[src/rtl/bullet_fire_arbiter_if.sv]
// Handshake bundle between the tank fire FSMs, the bullet arbiter and the bullet engine.
// master = requester/engine side, slave = arbiter side.
interface bullet_fire_arbiter_if #(
    parameter int NUM_REQ = 4
);
    localparam int OWN_W = (NUM_REQ > 1) ? $clog2(NUM_REQ) : 1;

    logic                   enable;
    logic [NUM_REQ-1:0]     fire_req;
    logic [2*NUM_REQ-1:0]   orient_in;
    logic                   bullet_act;
    logic                   launch;
    logic [1:0]             launch_orient;
    logic [OWN_W-1:0]       owner;
    logic                   owner_valid;
    logic [NUM_REQ-1:0]     grant;
    logic [NUM_REQ-1:0]     pending;
    logic                   busy;

    modport master (
        output enable, fire_req, orient_in, bullet_act,
        input  launch, launch_orient, owner, owner_valid,
        input  grant, pending, busy
    );

    modport slave (
        input  enable, fire_req, orient_in, bullet_act,
        output launch, launch_orient, owner, owner_valid,
        output grant, pending, busy
    );
endinterface

[src/rtl/bullet_fire_arbiter.sv]
// Round-robin arbiter sharing one bullet engine among NUM_REQ tanks.
// Define FIRE_ARB_PLAYER_PRIO_EN to give tank 0 (player) absolute priority.
module bullet_fire_arbiter #(
    parameter int NUM_REQ      = 4,
    parameter int COOLDOWN_CNT = 12000000,
    parameter int ACK_TIMEOUT  = 16
) (
    input  logic                  clk,
    input  logic                  reset,
    bullet_fire_arbiter_if.slave  bus
);
    localparam int OWN_W   = $clog2(NUM_REQ);
    localparam int CNT_MAX = (COOLDOWN_CNT > ACK_TIMEOUT) ? COOLDOWN_CNT : ACK_TIMEOUT;
    localparam int CNT_W   = (CNT_MAX < 1) ? 1 : $clog2(CNT_MAX + 1);

    localparam logic [CNT_W-1:0] CD_LAST =
        CNT_W'((COOLDOWN_CNT > 0) ? COOLDOWN_CNT - 1 : 0);
    localparam logic [CNT_W-1:0] TO_LAST =
        CNT_W'((ACK_TIMEOUT > 0) ? ACK_TIMEOUT - 1 : 0);

    typedef enum logic [1:0] {
        IDLE     = 2'd0,
        LAUNCH   = 2'd1,
        FLIGHT   = 2'd2,
        COOLDOWN = 2'd3
    } state_t;

    state_t                    state_q, state_d;
    logic [NUM_REQ-1:0]        pending_q, pending_d;
    logic [NUM_REQ-1:0][1:0]   orient_lat_q, orient_lat_d;
    logic [OWN_W-1:0]          rr_last_q, rr_last_d;
    logic [CNT_W-1:0]          cnt_q, cnt_d;
    logic                      launch_q, launch_d;
    logic [NUM_REQ-1:0]        grant_q, grant_d;
    logic [1:0]                lorient_q, lorient_d;
    logic [OWN_W-1:0]          owner_q, owner_d;
    logic                      ov_q, ov_d;

    logic                      win_found;
    logic [OWN_W-1:0]          win_idx;
    logic [OWN_W-1:0]          cand;
    logic [NUM_REQ-1:0]        pend_clr;

    // First pending bit after rr_last, wrapping modulo NUM_REQ
    always_comb begin
        win_found = 1'b0;
        win_idx   = '0;
        cand      = '0;
`ifdef FIRE_ARB_PLAYER_PRIO_EN
        if (pending_q[0]) begin
            win_found = 1'b1;
        end
        for (int k = 1; k <= NUM_REQ; k++) begin
            cand = OWN_W'((int'(rr_last_q) + k) % NUM_REQ);
            if (!win_found && cand != '0 && pending_q[cand]) begin
                win_found = 1'b1;
                win_idx   = cand;
            end
        end
`else
        for (int k = 1; k <= NUM_REQ; k++) begin
            cand = OWN_W'((int'(rr_last_q) + k) % NUM_REQ);
            if (!win_found && pending_q[cand]) begin
                win_found = 1'b1;
                win_idx   = cand;
            end
        end
`endif
    end

    always_comb begin
        state_d   = state_q;
        rr_last_d = rr_last_q;
        cnt_d     = cnt_q;
        launch_d  = 1'b0;
        grant_d   = '0;
        lorient_d = lorient_q;
        owner_d   = owner_q;
        ov_d      = ov_q;
        pend_clr  = '0;

        unique case (state_q)
            IDLE: begin
                if (bus.enable && win_found) begin
                    launch_d  = 1'b1;
                    grant_d   = NUM_REQ'(1) << win_idx;
                    pend_clr  = NUM_REQ'(1) << win_idx;
                    lorient_d = orient_lat_q[win_idx];
                    owner_d   = win_idx;
                    ov_d      = 1'b1;
                    cnt_d     = '0;
                    state_d   = LAUNCH;
`ifdef FIRE_ARB_PLAYER_PRIO_EN
                    if (win_idx != '0) begin
                        rr_last_d = win_idx;
                    end
`else
                    rr_last_d = win_idx;
`endif
                end
            end
            LAUNCH: begin
                if (bus.bullet_act) begin
                    cnt_d   = '0;
                    state_d = FLIGHT;
                end else if (bus.enable) begin
                    if (cnt_q == TO_LAST) begin
                        ov_d    = 1'b0;
                        cnt_d   = '0;
                        state_d = COOLDOWN;
                    end else begin
                        cnt_d = cnt_q + CNT_W'(1);
                    end
                end
            end
            FLIGHT: begin
                if (!bus.bullet_act) begin
                    ov_d    = 1'b0;
                    cnt_d   = '0;
                    state_d = COOLDOWN;
                end
            end
            COOLDOWN: begin
                if (bus.enable) begin
                    if (cnt_q == CD_LAST) begin
                        cnt_d   = '0;
                        state_d = IDLE;
                    end else begin
                        cnt_d = cnt_q + CNT_W'(1);
                    end
                end
            end
            default: state_d = IDLE;
        endcase
    end

    // A request landing on its own grant edge re-arms the pending bit
    always_comb begin
        pending_d    = (pending_q & ~pend_clr) | bus.fire_req;
        orient_lat_d = orient_lat_q;
        for (int i = 0; i < NUM_REQ; i++) begin
            if (bus.fire_req[i]) begin
                orient_lat_d[i] = bus.orient_in[2*i +: 2];
            end
        end
    end

    always_ff @(posedge clk or negedge reset) begin
        if (!reset) begin
            state_q      <= IDLE;
            pending_q    <= '0;
            orient_lat_q <= '0;
            rr_last_q    <= OWN_W'(NUM_REQ - 1);
            cnt_q        <= '0;
            launch_q     <= 1'b0;
            grant_q      <= '0;
            lorient_q    <= 2'b00;
            owner_q      <= '0;
            ov_q         <= 1'b0;
        end else begin
            state_q      <= state_d;
            pending_q    <= pending_d;
            orient_lat_q <= orient_lat_d;
            rr_last_q    <= rr_last_d;
            cnt_q        <= cnt_d;
            launch_q     <= launch_d;
            grant_q      <= grant_d;
            lorient_q    <= lorient_d;
            owner_q      <= owner_d;
            ov_q         <= ov_d;
        end
    end

    assign bus.launch        = launch_q;
    assign bus.grant         = grant_q;
    assign bus.launch_orient = lorient_q;
    assign bus.owner         = owner_q;
    assign bus.owner_valid   = ov_q;
    assign bus.pending       = pending_q;
    assign bus.busy          = (state_q != IDLE);
endmodule

[src/flat_wrapper.sv]
// flat-port wrapper written by rule: the top's interface ports become plain ports
module bullet_fire_arbiter_flat 
#(
    parameter int NUM_REQ      = 4,
    parameter int COOLDOWN_CNT = 12000000,
    parameter int ACK_TIMEOUT  = 16
)
  (clk, reset, bus_enable, bus_fire_req, bus_orient_in, bus_bullet_act, bus_launch, bus_launch_orient, bus_owner, bus_owner_valid, bus_grant, bus_pending, bus_busy);
  bullet_fire_arbiter_if #(.NUM_REQ(NUM_REQ)) bus_i ();
  input  logic clk;
  input  logic reset;
  input wire logic [$bits(bus_i.enable)-1:0] bus_enable;
  input wire logic [$bits(bus_i.fire_req)-1:0] bus_fire_req;
  input wire logic [$bits(bus_i.orient_in)-1:0] bus_orient_in;
  input wire logic [$bits(bus_i.bullet_act)-1:0] bus_bullet_act;
  output wire logic [$bits(bus_i.launch)-1:0] bus_launch;
  output wire logic [$bits(bus_i.launch_orient)-1:0] bus_launch_orient;
  output wire logic [$bits(bus_i.owner)-1:0] bus_owner;
  output wire logic [$bits(bus_i.owner_valid)-1:0] bus_owner_valid;
  output wire logic [$bits(bus_i.grant)-1:0] bus_grant;
  output wire logic [$bits(bus_i.pending)-1:0] bus_pending;
  output wire logic [$bits(bus_i.busy)-1:0] bus_busy;
  assign bus_i.enable = bus_enable;
  assign bus_i.fire_req = bus_fire_req;
  assign bus_i.orient_in = bus_orient_in;
  assign bus_i.bullet_act = bus_bullet_act;
  assign bus_launch = bus_i.launch;
  assign bus_launch_orient = bus_i.launch_orient;
  assign bus_owner = bus_i.owner;
  assign bus_owner_valid = bus_i.owner_valid;
  assign bus_grant = bus_i.grant;
  assign bus_pending = bus_i.pending;
  assign bus_busy = bus_i.busy;
  bullet_fire_arbiter #(.NUM_REQ(NUM_REQ), .COOLDOWN_CNT(COOLDOWN_CNT), .ACK_TIMEOUT(ACK_TIMEOUT)) u_core (.clk(clk), .reset(reset), .bus(bus_i));
endmodule
[config.mk]
export PLATFORM = sky130hd
export DESIGN_NAME = bullet_fire_arbiter_flat
export DESIGN_NICKNAME = d
export VERILOG_FILES = /design/src/rtl/bullet_fire_arbiter_if.sv /design/src/rtl/bullet_fire_arbiter.sv /design/src/flat_wrapper.sv
export SDC_FILE = /design/constraint.sdc
export NUM_CORES = 1
export LEC_CHECK = 0
export ABC_CLOCK_PERIOD_IN_PS = 2300
export BUFFER_PORTS_ARGS = -buffer_cell sky130_fd_sc_hd__buf_2
export CORE_MARGIN = 8
export CORE_UTILIZATION = 46
export DETAILED_ROUTE_END_ITERATION = 7
export GPL_TIMING_DRIVEN = 0
export PLACE_DENSITY_LB_ADDON = 0.1
export SLEW_MARGIN = 20
export SYNTH_ARGS = -nofsm -noshare
export SYNTH_HDL_FRONTEND = slang
export SYNTH_SLANG_ARGS = --single-unit
[constraint.sdc]
create_clock -name clk -period 2.3 [get_ports clk]
set_input_delay 0.115 -clock clk [delete_from_list [all_inputs] [get_ports clk]]
set_output_delay 0.115 -clock clk [all_outputs]
set_load 0.03 [all_outputs]
==> metrics list <==
* Data required time of the worst path: 2.50 ns
- Worst slack at placement: -0.168 ns
- The floorplan has 27 rows.
- Post-synthesis cell type with the largest combined area: dfrtp_1
- Setup repair after global routing could not meet its margin everywhere.
* HPWL reported at the end of detailed placement: 4130 um
- The worst register-to-register path has a depth of 5.
- Data on the critical path arrives at its endpoint at 2.40 ns.
- Tmin final: 2.20 ns
- Power per standard cell area: 965 mW/mm^2
- Area of the core: 0.00547 mm^2
- In the final layout, the share of cells above drive strength 1 is 0.243.
* Stages on worst setup path: 5
* Total grt overflow: 0
- Global-route wire length before repair: 10000 um
- Mapped Avg Cell Area: 10.1 um^2
- For the worst-skew pair, the clock arrives at the later sink with an insertion delay of 0.30 ns.
- The critical path is of the reg2reg type.
- Number of synthesis warnings: 0
- Across every metal layer, demand over resource in global routing totals 0.144.
- For this run, the slowest stage of the critical path takes 0.55 ns.
* Post-synthesis sequential area ratio: 0.484
* Post-Syn Instances: 256
- Final setup TNS: 0 ns
- Number of cells on the worst hold path: 2
- Number of global-route vias before repair: 2138
- The flow ran to the end, and the final reports show no timing, DRC or antenna violations.
* Critical-path cell list: nand2_1 > or4_4 > o31a_1 > nor3_4 > mux2_4
- The count of buffers added on input and output ports is 30.
- Sink Count: 50
- Headroom to the max-slew limit came out at 0.385.
* Most used DFF post-synth: dfrtp_1
- The max-slew violation count is 0.
- After detailed routing, the number of remaining DRC violations is 0.
* Final standard cell count with taps included and fillers excluded: 376
* Clk pin slew, worst setup/hold paths: 0.10 ns
- The H-tree generated during clock tree synthesis spans 2 levels.
- Number of buffers inserted during clock tree synthesis: 5
- Cell area after synthesis: 0.00259 mm^2
* Endpoint kind of the worst setup timing path: flip-flop
* Switching power total: 0.00114 W
- Worst setup slack after layout: 0.100 ns
- VDD sags by at most 0.594 mV.
* Synth async-reset ratio: 1.00
- Initial antenna violation count: 0
- Worst path bufs/invs: 0
- In the routed layout, each cell is associated on average with a via count of 5.73.
- Of the total power, the share spent switching nets is 0.391.
- Of the total power, registers draw 0.389.
- In this design, the largest share of critical-path delay is due to simple AND/OR/NAND/NOR gates.
- Once placement completed, the tool counted placed cells totaling 358.
- The min-delay analysis places its worst path in the category in2reg.
- In this run, distinct cell masters in the synthesized netlist total 46.
- Detailed Route Iter0 Violations: 138
* Post-synth EDFFs: 0
- The commonest cells after synthesis are dfrtp_1 (48), a21oi_1 (21), nand2_1 (21), o21ai_0 (14).
- The longest clock path from root to sink contains 2 buffers.
* Number of maximum-capacitance constraint violations: 0
- Relative to the synthesized area, the layout overhead comes to 16.7%.
- The worst setup path is launched from a flip-flop.
- Once layout is complete, the utilization of the core stands at 0.552.
- Slew of the pin with the lowest slew margin: 0.916 ns
* Number of storage elements in the synthesis netlist: 50
- Non-Filler Cell Area, Final: 0.00302 mm^2
- The hold violation count in the final report came to 0.
- The final layout contains routed wiring with a total length of 5820 um.
- The slowest stage of the critical path belongs to the cell or4_4.
- The die covers 0.00828 mm^2.
* Most numerous cell in the Yosys netlist: dfrtp_1
- Pin count of the biggest net entering global routing: 51
- Setup violations remaining at the end of the flow were counted as 0.
* Part of the cycle the worst path needs: 0.956
* Master cell of the clock root buffer: clkbuf_8
- Combinational group share of total power: 0.434
- Clock Power Share: 0.177
- Top Ports: 31
* Static Leakage: 1.34 nW
* Count of antenna-violating nets left after detailed routing: 0
* Upper clock frequency limit: 455 MHz
* Crit path max fanout: 8
- First-pass iteration count of the detailed router: 4
- In this run the vertical extent of the chip is 91.0 um.
- The die is 91.0 um wide.
- Cell internal power was estimated by the tool at 0.00178 W.
* Routed length per instance: 15.5 um
- Summing all placed instances gives a cell area of 0.00283 mm^2.
- Cells taking the most area after synthesis: dfrtp_1 (46%), mux2_2 (4.3%), a21oi_1 (4.1%)
- Number of vias after detailed routing: 2154
- Fraction of synthesized cell area taken by the top area cell type: 0.464
* Last weighted congestion value of the routability-driven placer: 0.792
* Total nets after synthesis: 278
- For flop-to-flop paths, the worst setup slack is 0.10 ns.
* Final antenna diode count: 0
* Initial core utilization: 0.473
* CTS tree: built
* Post-layout net count: 325
- On the final layout, the worst clock skew is 0.00717 ns.
[power by group through the flow]
stage	clock network, W	registers, W	logic, W
floorplan	0	0.00126	0.000700
global placement	0	0.00115	0.00110
CTS	0.000539	0.00114	0.00112
detailed placement	0	0.00116	0.00111
finish	0.000516	0.00113	0.00127
global route	0.000565	0.00116	0.00140
[worst paths after layout]
check,from,to
setup / recovery,u_core.cnt_q[7]$_DFFE_PN0P_,u_core.state_q[1]$_DFFE_PN0P_
hold / removal,bus_orient_in[2],u_core.orient_lat_q[2]$_DFFE_PN0P_
setup reg to reg,u_core.cnt_q[7]$_DFFE_PN0P_,u_core.state_q[1]$_DFFE_PN0P_
hold reg to reg,u_core.bus.owner[1]$_DFFE_PN0P_,u_core.bus.owner[1]$_DFFE_PN0P_
max in group asynchronous,reset,u_core.state_q[1]$_DFFE_PN0P_
min in group asynchronous,reset,u_core.cnt_q[17]$_DFFE_PN0P_
[layout by cell type (no fill, tap or decap), drive strengths merged, types with 2 or more instances in the layout]
master and count:
and2 4, o221ai 2, nor2b 4, dfstp 2, ha 6, nor2 11, clkbuf 10, a21oi 21
a2111oi 4, or2 2, o21ai 16, nand2 21, inv 12, nand3 11, a221o 3, nor4 3
nor3 5, buf 41, nand4b 2, and4 2, o21bai 3, dfrtp 48, or4 6, nand2b 4
clkinvlp 2, o31ai 8, mux2i 6, and3 3, mux2 11, nand4 7, or3 12, a21boi 2
[cell type report]
class | instances | area [um^2]
plain buffers | 6 | 31.3
well taps | 72 | 90.1
multi-input cells | 188 | 1280
clock inverters | 2 | 15.0
clock buffers | 6 | 72.6
repair buffers | 40 | 230
fillers | 517 | 2450
inverters | 12 | 45.0
flip-flops and latches | 50 | 1250
[metal layers]
| layer | GRT usage | vias up | share of wire |
|---|---|---|---|
| met3 | 0.0288 | 5 | 0.037 |
| met5 | 0 | - | 0 |
| met2 | 0.238 | 48 | 0.48 |
| met1 | 0.184 | 1045 | 0.48 |
| met4 | 0.0491 | 0 | 0.0083 |
| li1 | - | 1056 | - |
[metrics by stage]
step / power, W / hold slack [ns]
after global routing: 0.00312 / 0.0325
after CTS: 0.00280 / 0.0237
after floorplan: 0.00196 / -0.181
after detailed placement: 0.00227 / 0.184
final: 0.00292 / 0.0346
after global placement: 0.00225 / 0.348
[worst register-to-register path: cells and delay by family, from the launching register on]
kind,cells,cell delay (ns)
flops,1,0.49
mux,1,0.33
compound gates,1,0.31
simple gates,3,0.97
[sequential cells by signal, indices dropped and copies added, names as in the netlist]
register                  flops
u_core.bus.grant              4
u_core.bus.launch             1
u_core.bus.launch_orient      2
u_core.bus.owner              2
u_core.bus.owner_valid        1
u_core.bus.pending            4
u_core.cnt_q                 24
u_core.orient_lat_q           8
u_core.rr_last_q              2
u_core.state_q                2
[cells by family after synthesis]
group                    share of synthesized area
buffers and inverters                       0.0280
flip-flops                                   0.484
AO/OA/AOI/OAI                                0.171
multiplexers                                0.0725
AND/OR/NAND/NOR                              0.212
XOR/XNOR                                   0.00338
adder cells (fa/ha/maj)                     0.0290
[timing repair]
| action | CTS | global route |
|---|---|---|
| gates resized for setup | 2 | 10 |
| endpoints found under the setup margin | 22 | 28 |
| setup buffers | 2 | 7 |
| endpoints found under the hold margin | 48 | 0 |
| hold buffers | 1 | 0 |
| pin swaps | 3 | 3 |
No activity file was read; power rests on OpenSTA's default activity.
